### src/rtl/cc_fstall_sched.sv
// cc_fstall_sched: front-end stall scheduler driving fetch-path skid registers
module cc_fstall_sched #(
  parameter int NREQ = 4,
  parameter int SKID_DEPTH = 2,
  parameter int FLUSH_CYC = 3
) (
  input  logic            clk,
  input  logic            rst,
  input  logic            except_in,
  input  logic [NREQ-1:0] stall_req,
  input  logic            in_vld,
  output logic            fstall,
  output logic            except,
  output logic            en,
  output logic            out_vld,
  output logic            fetch_hold,
  output logic [1:0]      skid_cnt,
  output logic [NREQ-1:0] stall_owner,
  output logic            skid_ovf,
  output logic [15:0]     stall_cycles
);
  typedef enum logic [1:0] {RUN, STALL, DRAIN, FLUSH} state_t;
  state_t state, nxt;
  logic [3:0] fcnt;
  logic any_req, cap, full, ovf_set;
  logic [1:0] cnt_cap, cnt_nxt;
  logic [NREQ-1:0] owner_lsb;
  always_comb begin
    any_req = |stall_req;
    owner_lsb = stall_req & (~stall_req + NREQ'(1));
    // a beat is captured on entry into STALL as well as while stalled
    cap = in_vld && !except_in && (state == STALL || (state == RUN && any_req));
    full = skid_cnt >= 2'(SKID_DEPTH);
    ovf_set = cap && full;
    cnt_cap = (cap && !full) ? skid_cnt + 2'd1 : skid_cnt;
    nxt = except_in ? FLUSH :
          state == RUN   ? (any_req ? STALL : RUN) :
          state == STALL ? (any_req ? STALL : (cnt_cap != 2'd0 ? DRAIN : RUN)) :
          state == DRAIN ? (any_req ? STALL : (skid_cnt <= 2'd1 ? RUN : DRAIN)) :
          (fcnt == 4'd0 ? (any_req ? STALL : RUN) : FLUSH);
    cnt_nxt = except_in ? 2'd0 : state == DRAIN ? skid_cnt - 2'd1 : cnt_cap;
  end
  always_ff @(posedge clk or posedge rst) begin
    if (rst) begin
      state <= RUN;
      fcnt <= '0;
      fstall <= 1'b0;
      except <= 1'b0;
      en <= 1'b0;
      out_vld <= 1'b0;
      fetch_hold <= 1'b0;
      skid_cnt <= '0;
      stall_owner <= '0;
      skid_ovf <= 1'b0;
      stall_cycles <= '0;
    end else begin
      state <= nxt;
      fcnt <= except_in ? 4'(FLUSH_CYC - 1) : fcnt - {3'd0, fcnt != 4'd0};
      fstall <= nxt == STALL;
      except <= except_in;
      en <= nxt == RUN ? in_vld : nxt == DRAIN;
      out_vld <= nxt == RUN ? in_vld : nxt == DRAIN;
      fetch_hold <= nxt != RUN;
      skid_cnt <= cnt_nxt;
      stall_owner <= nxt == STALL ? owner_lsb : '0;
      skid_ovf <= skid_ovf | ovf_set;
      if (fstall && !(&stall_cycles)) stall_cycles <= stall_cycles + 16'd1;
    end
  end
endmodule
### config.mk
export PLATFORM = sky130hd
export DESIGN_NAME = cc_fstall_sched
export DESIGN_NICKNAME = d
export VERILOG_FILES = /design/src/rtl/cc_fstall_sched.sv
export SDC_FILE = /design/constraint.sdc
export NUM_CORES = 1
export LEC_CHECK = 0
export CAP_MARGIN = 5
export CORE_MARGIN = 2
export CORE_UTILIZATION = 50
export CTS_CLUSTER_SIZE = 28
export DETAILED_ROUTE_END_ITERATION = 10
export GPL_ROUTABILITY_DRIVEN = 0
export PLACE_DENSITY = 0.79
export SETUP_SLACK_MARGIN = 0.05
export SLEW_MARGIN = 15
export SYNTH_ARGS = -nofsm -noshare
export SYNTH_HDL_FRONTEND = slang
export SYNTH_SLANG_ARGS = --single-unit
### constraint.sdc
create_clock -name clk -period 2.73 [get_ports clk]
set_input_delay 0.6825 -clock clk [delete_from_list [all_inputs] [get_ports clk]]
set_output_delay 0.6825 -clock clk [all_outputs]
set_load 0.005 [all_outputs]
==> flow_summary.ini, run 1 <==
[outcome]
outcome = completed

[route]
ant_nets = 0
routedWlPerCell_um = 14.31
dr.pass1.iters = 4
vias = 1289
drt-total-wl_um = 3348
avgViaCountPerCell = 5.509
first_iter_violations = 111
route.detailed.drc = 0

[clocking]
cts_tree = yes
cts_buffers = 5
cts.clk_slew.worst_paths_ps = 100
cts_max_path_buffers = 2
cts_hold_buf = 0
ctsResizeCount = 0
cts_setup_buffers = 0
htree_levels = 2
cts_num_sinks = 33
clk_latency_ps = 340
cts_root_buf = clkbuf_4

[synth]
ys_async_sr_fraction = 1.000
ys_seq_area_frac = 0.5128
ys.flop_type = dfrtp_1
syn_nets = 162
yosys.area_share.simple = 0.2354
synth_top_family_by_area = simple AND/OR/NAND/NOR gates
netlist_instances = 149
synth_cell_types = 40
ys_ff_latch = 33
mappedNetlistArea_mm2 = 0.001610
synth_compound_area_frac = 0.07925
yosysWarnings = 0
synthMuxAreaShare = 0.04118
synth-adder-area-share = 0.03885
synth_edf_count = 0
avgSynthCellArea_um2 = 10.81
synth_xor_area_frac = 0.05983

[die]
ios = 36
die_w_um = 60.75
initial_utilization = 0.5275
std_cell_rows = 20
die_h_um = 60.75
dieArea_mm2 = 0.003691
coreArea_mm2 = 0.003053

[timing]
timing.final.crit_share = 0.7498
rsz0062_at_grt = false
skew_ps = 10.52
setup-violations-final = 0
hold_viol = 0
final.min_clock_period_ps = 2047
drv_slew = 0
tightest_slew_ps = 639.6
fin_setup_tns_ps = 0
clock.fmax_mhz = 488.5
whs_ps = 492.9
relSlewSlack = 0.5697

[setup_path]
cp_top_family = buffers and inverters
cp.arrival_ps = 1360
cp-end-kind = primary output
crit_path_start_kind = flop
cp.required_ps = 2050
r2r-start = skid_cnt[0]
cp_max_fo = 7
rr_endpoint = skid_cnt[1]
path_class = flop to primary output
crit_slowest_cell = clkdlybuf4s50_1
r2r_slack_ps = 770
crit_path_cell_trace = clkdlybuf4s50_1
path_buf_inv = 1
ff2ff_path_depth = 6
slowest_delay_ps = 550

[pwr]
power.leakage_uw = 0.0008894
powerDensity_mw_per_mm2 = 648.7
peakVddDrop_uv = 406.4

[global_route]
grt_max_degree = 34
grt.overflow.total = 0
grt_pass1_wl_um = 5727
antenna_found_initial = 0
track_usage = 0.2149
grt_pass1_vias = 1308

[worst_hold_path]
min_from = skid_ovf
min_to = skid_ovf
hold-path-cell-count = 1
hold_path_class = flop to flop

[final_layout]
areaGrowthSynthToFinish_pct = 28.13
fin_util = 0.6758
antenna_cells = 0
layout_commonest_cell = clkdlybuf4s50_1
fill_cells = 257
final_area_mm2 = 0.002063
most-common-layout-cells = clkdlybuf4s50_1 (35), dfrtp_1 (33), nand2_1 (11)
drive_gt1_frac = 0.1000
fin_nets = 203

[placed_design]
dp_hpwl_um = 2475
port_buffers = 35
place_area_mm2 = 0.002008

[flow_run]
maxCapViolations = 0
[routing by layer]
| metal | vias to the layer above | track usage | wire length (um) |
|---|---|---|---|
| met3 | 9 | 0.04478 | 161 |
| li1 | 614 | - | - |
| met2 | 40 | 0.3625 | 1710 |
| met1 | 626 | 0.2493 | 1411 |
| met4 | 0 | 0.1335 | 65 |
| met5 | - | 0 | 0 |
[where the power goes]
part           switching, uW  internal (uW)
combinational            162            223
sequential              98.6            575
clock                    158            121
total                    419            920
[cell type report]
cell class	count	area [um^2]	share of cell area
Inverter	8	30.03	0.01455
Multi-Input combinational cell	105	732.0	0.3548
Timing Repair Buffer	37	365.4	0.1771
Clock buffer	7	55.05	0.02668
Sequential cell	33	825.8	0.4002
Tap cell	44	55.05	0.02668
[worst max path at each step]
stage                             from           to  depth (start not counted)
final                      skid_cnt[1]  skid_cnt[1]                          1
after global routing      stall_req[0]  skid_cnt[0]                          5
after CTS                  skid_cnt[1]  skid_cnt[1]                          1
after detailed placement  stall_req[1]  skid_cnt[0]                          5
after global placement    stall_req[1]  skid_cnt[0]                          5
after floorplan              except_in  skid_cnt[1]                          5
[cell usage after synthesis (2+ instances only)]
library cell / count / area, um^2
inv_1: 8 / 30.03
o21ai_0: 4 / 20.02
ha_1: 5 / 62.56
nor3_1: 2 / 10.01
xnor2_1: 6 / 52.55
a21oi_1: 3 / 15.01
nor2b_1: 2 / 12.51
nand3_1: 8 / 40.04
and4_1: 4 / 35.03
nand2b_1: 4 / 25.02
and3_1: 4 / 25.02
mux2_2: 5 / 56.30
a31oi_1: 2 / 12.51
nand2_1: 11 / 41.29
xor2_1: 5 / 43.79
nand4_1: 7 / 43.79
nor2_1: 10 / 37.54
dfrtp_1: 33 / 825.8
o21a_1: 2 / 15.01
a211oi_1: 2 / 15.01
and2_1: 3 / 18.77
[flip-flops by register name (all words and copies together) (netlist names)]
register      flops
except            1
en                1
stall_owner       4
fcnt              4
skid_cnt          2
fetch_hold        1
fstall            1
skid_ovf          1
stall_cycles     16
state             2
[logic make-up after synthesis]
logic type,after synthesis
fa+ha+maj,5
simple gates,65
flops,33
buf+inv,11
mux,6
xor+xnor,11
compound gates,18
[per-stage QoR]
stage | worst slack (ps) | power (uW) | instances
2_1_floorplan | 803.9 | 880.4 | 149
3_3_place_gp | 413.5 | 1041 | 227
3_5_place_dp | 333.1 | 1072 | 227
4_1_cts | 671.0 | 1355 | 234
5_1_grt | 600.4 | 1431 | 234
6_report | 683.0 | 1339 | 234
Power figures use the tool's default switching activity.
==> run 2, diff against run 1 <==
- CORE_UTILIZATION: 50 -> 45
- PLACE_DENSITY: 0.79 -> 0.75
- clock period: 2.73 -> 1.8 ns (I/O delays scaled with it)
==> run 2 against run 1 <==
Effect of this change: hold slack got worse by 12 ps; global-route usage shrank 2.8 points; via count rose by 13%; count of clock-buffer cells in the layout stayed put; non-clock buffer count is 38 higher; worst setup slack got worse by 630 ps; critical path depth increased by 4; clock skew down 6.0 ps; first-iteration DRC count shrank 23%; final cell count increased by 17%; sequential cell count stayed put; sequential share of layout area down 5.7 points; largest power group unchanged.
==> flow_summary.ini, run 2 (synthesis gave the netlist of run 1 again) <==
[outcome]
outcome = completed

[die]
std_cell_rows = 21
initial_utilization = 0.4751
die_w_um = 63.82
ios = 36
die_h_um = 63.82
coreArea_mm2 = 0.003390
dieArea_mm2 = 0.004073

[route]
ant_nets = 0
avgViaCountPerCell = 5.314
vias = 1456
drt-total-wl_um = 3627
routedWlPerCell_um = 13.24
first_iter_violations = 85
route.detailed.drc = 0
dr.pass1.iters = 4

[setup_path]
cp_max_fo = 4
cp_top_family = compound AO/OA/AOI/OAI gates
cp.arrival_ps = 2010
slowest_delay_ps = 510
critPathLaunch = skid_cnt[1]
crit_path_start_kind = flop
cp.required_ps = 2060
crit_slowest_cell = or4b_4
path_buf_inv = 0
path_common_cell = a211oi_2
crit_path_cell_trace = ha_2 > or4b_4 > a211oi_4 > a211oi_2 > a211oi_2
cp-end-kind = flop
r2r-start = skid_cnt[1]
path_class = flop to flop

[timing]
timing.final.crit_share = 0.9731
final.min_clock_period_ps = 1752
clock.fmax_mhz = 570.9
hold_viol = 0
rsz0062_at_grt = true
drv_slew = 0
tightest_slew_ps = 408.6
skew_ps = 4.490
relSlewSlack = 0.7276
setup-violations-final = 0

[global_route]
antenna_found_initial = 0
grt_pass1_wl_um = 5871
grt_pass1_vias = 1425
track_usage = 0.1866
grt_max_degree = 34
grt.overflow.total = 0

[clocking]
htree_levels = 2
cts_buffers = 5
cts.clk_slew.worst_paths_ps = 90
cts_max_path_buffers = 2
cts_tree = yes
cts_num_sinks = 33
clk_latency_ps = 330
cts_root_buf = clkbuf_4
cts_hold_buf = 0

[final_layout]
antenna_cells = 0
areaGrowthSynthToFinish_pct = 49.73
largest_reg_flops = 16
layout_commonest_cell = buf_4
fin_util = 0.7113
most-common-layout-cells = buf_4 (36), dfrtp_1 (32), clkdlybuf4s50_1 (19)
drive_gt1_frac = 0.2895
fill_cells = 247
top_register = stall_cycles
fin_nets = 241
reg_top3 = stall_cycles x16, fcnt x4, stall_owner x4

[pwr]
power_uw = 2187
power.leakage_uw = 0.001219
peakVddDrop_uv = 506.0
powerDensity_mw_per_mm2 = 907.3

[flow_run]
maxCapViolations = 0

[placed_design]
dp_hpwl_um = 2528
port_buffers = 35

[worst_hold_path]
hold_path_class = flop to flop
min_from = skid_ovf
## run 2: changes by cell type in the layout (fill, tap and decap cells not counted), sizes merged
cell / before / now
dlymetal6s2s: 0 / 5
dlygate4sd2: 0 / 10
clkdlybuf4s50: 35 / 19
buf: 2 / 40
clkbuf: 7 / 8
## run 2: metrics by stage
| stage | cell area [um^2] | hold WS (ps) | cells | worst slack, ps | TNS (ps) |
|---|---|---|---|---|---|
| floorplan | 1610 | 465.0 | 149 | 70.25 | 0 |
| global placement | 2183 | 456.1 | 252 | -218.7 | -819.3 |
| detailed placement | 2183 | 457.5 | 252 | -288.4 | -937.1 |
| CTS | 2335 | 481.9 | 271 | 1.296 | 0 |
| global route | 2411 | 514.8 | 274 | -53.74 | -104.9 |
| finish | 2411 | 481.1 | 274 | 48.34 | 0 |
## run 2: metal layers
metal	track usage	vias up	wire (um)
met2	0.3307	52	1838
met1	0.1940	700	1461
met5	0	-	0
li1	-	690	-
met4	0.1033	0	116
met3	0.05810	14	210
## run 2: final timing paths
path                                    end  cells past startpoint  slack [ps]
max                             skid_cnt[1]                      5          50
min                                skid_ovf                      1         480
max reg2reg                     skid_cnt[1]                      5          50
min reg2reg                        skid_ovf                      1         480
max in group asynchronous  stall_cycles[11]                      3         990
min in group asynchronous   stall_cycles[3]                      3         490
## run 2: final cells by class
class | instances | area (um^2) | share of cell area
Timing Repair Buffer | 75 | 660.6 | 0.2740
Inverter | 8 | 30.03 | 0.01245
Sequential cell | 33 | 827.0 | 0.3430
Tap cell | 46 | 57.56 | 0.02387
Clock buffer | 7 | 55.05 | 0.02283
Multi-Input combinational cell | 105 | 780.7 | 0.3238
## run 2: where the power goes
part,switching (uW),total (uW),internal [uW],leakage (uW)
logic,331,788,457,0.000761
registers,103,975,872,0.000426
clock network,240,424,184,0.0000314
total,674,2190,1510,0.00122
## run 2: repair_timing
item / 4_1_cts / 5_1_grt
endpoints found under the setup margin: 17 / 10
resized for setup: 16 / 19
setup buffers: 12 / 3
gates cloned: 0 / 0
pin swaps: 0 / 5
==> run 3, diff against run 2 <==
- CELL_PAD_IN_SITES_DETAIL_PLACEMENT: not set -> 1
- CELL_PAD_IN_SITES_GLOBAL_PLACEMENT: not set -> 1
- CORE_UTILIZATION: 45 -> 35
- GPL_TIMING_DRIVEN: not set -> 0
- PLACE_DENSITY: 0.75 -> not set
- PLACE_DENSITY_LB_ADDON: not set -> 0.1
==> run 3 against run 2 <==
Effect of this change: maximum frequency shrank 0.57%; combinational power shrank 9.5%; sequential cell count is the same; count of clock-buffer cells in the layout is the same; first-iteration DRC count shrank 8.2%; critical endpoint unchanged; largest cell class unchanged.
==> flow_summary.ini, run 3 (synthesis gave the netlist of run 1 again) <==
[timing]
whs_ps = 426.8
drv_slew = 0
timing.final.crit_share = 0.9787
tightest_slew_ps = 703.6
clock.fmax_mhz = 567.6
relSlewSlack = 0.5303
final.min_clock_period_ps = 1762
rsz0062_at_grt = true
skew_ps = 3.281
setup-violations-final = 0
hold_viol = 0

[route]
routedWlPerCell_um = 16.50
avgViaCountPerCell = 5.219
vias = 1357
drt-total-wl_um = 4290
route.detailed.drc = 0
ant_nets = 0
dr.pass1.iters = 4
first_iter_violations = 78

[worst_hold_path]
hold_path_class = input port to flop

[setup_path]
cp_top_family = simple AND/OR/NAND/NOR gates
critPathLaunch = skid_cnt[0]
cp_max_fo = 3
r2r-start = skid_cnt[0]
path_common_cell = a211oi_2
cp.arrival_ps = 1960
crit_path_start_kind = flop
r2r_slack_ps = 40
crit_path_cell_trace = inv_2 > ha_4 > or4b_4 > a211oi_4 > a211oi_2 > a211oi_2
crit_slowest_cell = or4b_4
path_buf_inv = 1
slowest_delay_ps = 520
path_class = flop to flop
rr_endpoint = skid_cnt[1]
cp.depth = 6
cp-endpoint = skid_cnt[1]
cp.required_ps = 2000
ff2ff_path_depth = 6
cp-end-kind = flop

[final_layout]
top_register = stall_cycles
ff_latch_area_um2 = 840.8
drive_gt1_frac = 0.2933
multiInputGateArea_um2 = 838.3
areaGrowthSynthToFinish_pct = 47.63
reg_top3 = stall_cycles x16, fcnt x4, stall_owner x4
antenna_cells = 0
final_cells = 260
layout_commonest_cell = clkdlybuf4s50_1
most-common-layout-cells = clkdlybuf4s50_1 (27), dfrtp_1 (21), buf_4 (16)
fill_cells = 474
fin_nets = 221
largest_reg_flops = 16

[clocking]
cts_root_buf = clkbuf_8
cts.clk_slew.worst_paths_ps = 70
cts_max_path_buffers = 2
htree_levels = 2
cts_buffers = 5
clk_latency_ps = 290
cts_hold_buf = 0
cts_num_sinks = 33
cts_tree = yes

[global_route]
antenna_found_initial = 0
grt_pass1_wl_um = 6789
grt_max_degree = 34
grt_pass1_vias = 1442
track_usage = 0.1725
grt.overflow.total = 0

[pwr]
powerDensity_mw_per_mm2 = 988.1
peakVddDrop_uv = 512.2
power.leakage_uw = 0.001056

[die]
die_w_um = 71.83
die_h_um = 71.83
std_cell_rows = 24
coreArea_mm2 = 0.004384
dieArea_mm2 = 0.005160
ios = 36
initial_utilization = 0.3673

[placed_design]
place_inst = 236
dp_hpwl_um = 2724
port_buffers = 35

[outcome]
outcome = completed

[flow_run]
maxCapViolations = 0
==> run 3: worst min-delay path by stage <==
stage	depth (start not counted)	start	end	slack, ps
2_1_floorplan	1	skid_ovf	skid_ovf	460
3_3_place_gp	1	skid_ovf	skid_ovf	450
3_5_place_dp	1	skid_ovf	skid_ovf	470
4_1_cts	1	except_in	except	430
5_1_grt	1	except_in	except	420
6_report	1	except_in	except	430
==> run 3: area by class of cell <==
type / count / area share
plain buffers: 3 / 0.009474
clock buffers: 7 / 0.03632
inverters: 8 / 0.01263
multi-input cells: 105 / 0.3526
flip-flops and latches: 33 / 0.3537
well taps: 52 / 0.02737
repair buffers: 52 / 0.2079
==> run 3: report_power, final <==
part | switching, uW | internal (uW) | leakage (uW)
combinational | 290 | 423 | 0.000602
clock | 280 | 304 | 0.0000443
sequential | 169 | 883 | 0.000410
==> run 3: layer usage <==
metal / track usage / vias to the layer above / share of wire
met5: 0 / - / 0
met1: 0.1912 / 683 / 0.40
met3: 0.05204 / 8 / 0.036
li1: - / 642 / -
met4: 0.06709 / 0 / 0.019
met2: 0.3086 / 24 / 0.55
==> run 3: timing repair <==
item / 4_1_cts / 5_1_grt
gates resized for setup: 21 / 24
setup endpoints to repair: 6 / 17
buffers inserted: 8 / 9
endpoints found under the hold margin: 0 / 0
pin swaps: 7 / 10
==> run 3: stage by stage <==
| stage | TNS [ps] | utilization | total power, uW | setup slack (ps) | instance area, um^2 |
|---|---|---|---|---|---|
| after global routing | -1.325 | 0.5422 | 2508 | -1.325 | 2377 |
| after detailed placement | -1903 | 0.4620 | 1617 | -503.8 | 2026 |
| final | 0 | 0.5422 | 2349 | 38.27 | 2377 |
| after CTS | 0 | 0.5100 | 2259 | 4.412 | 2236 |
| after floorplan | 0 | - | 1336 | 70.25 | 1610 |
| after global placement | -6605 | 0.4620 | 1583 | -433.1 | 2026 |
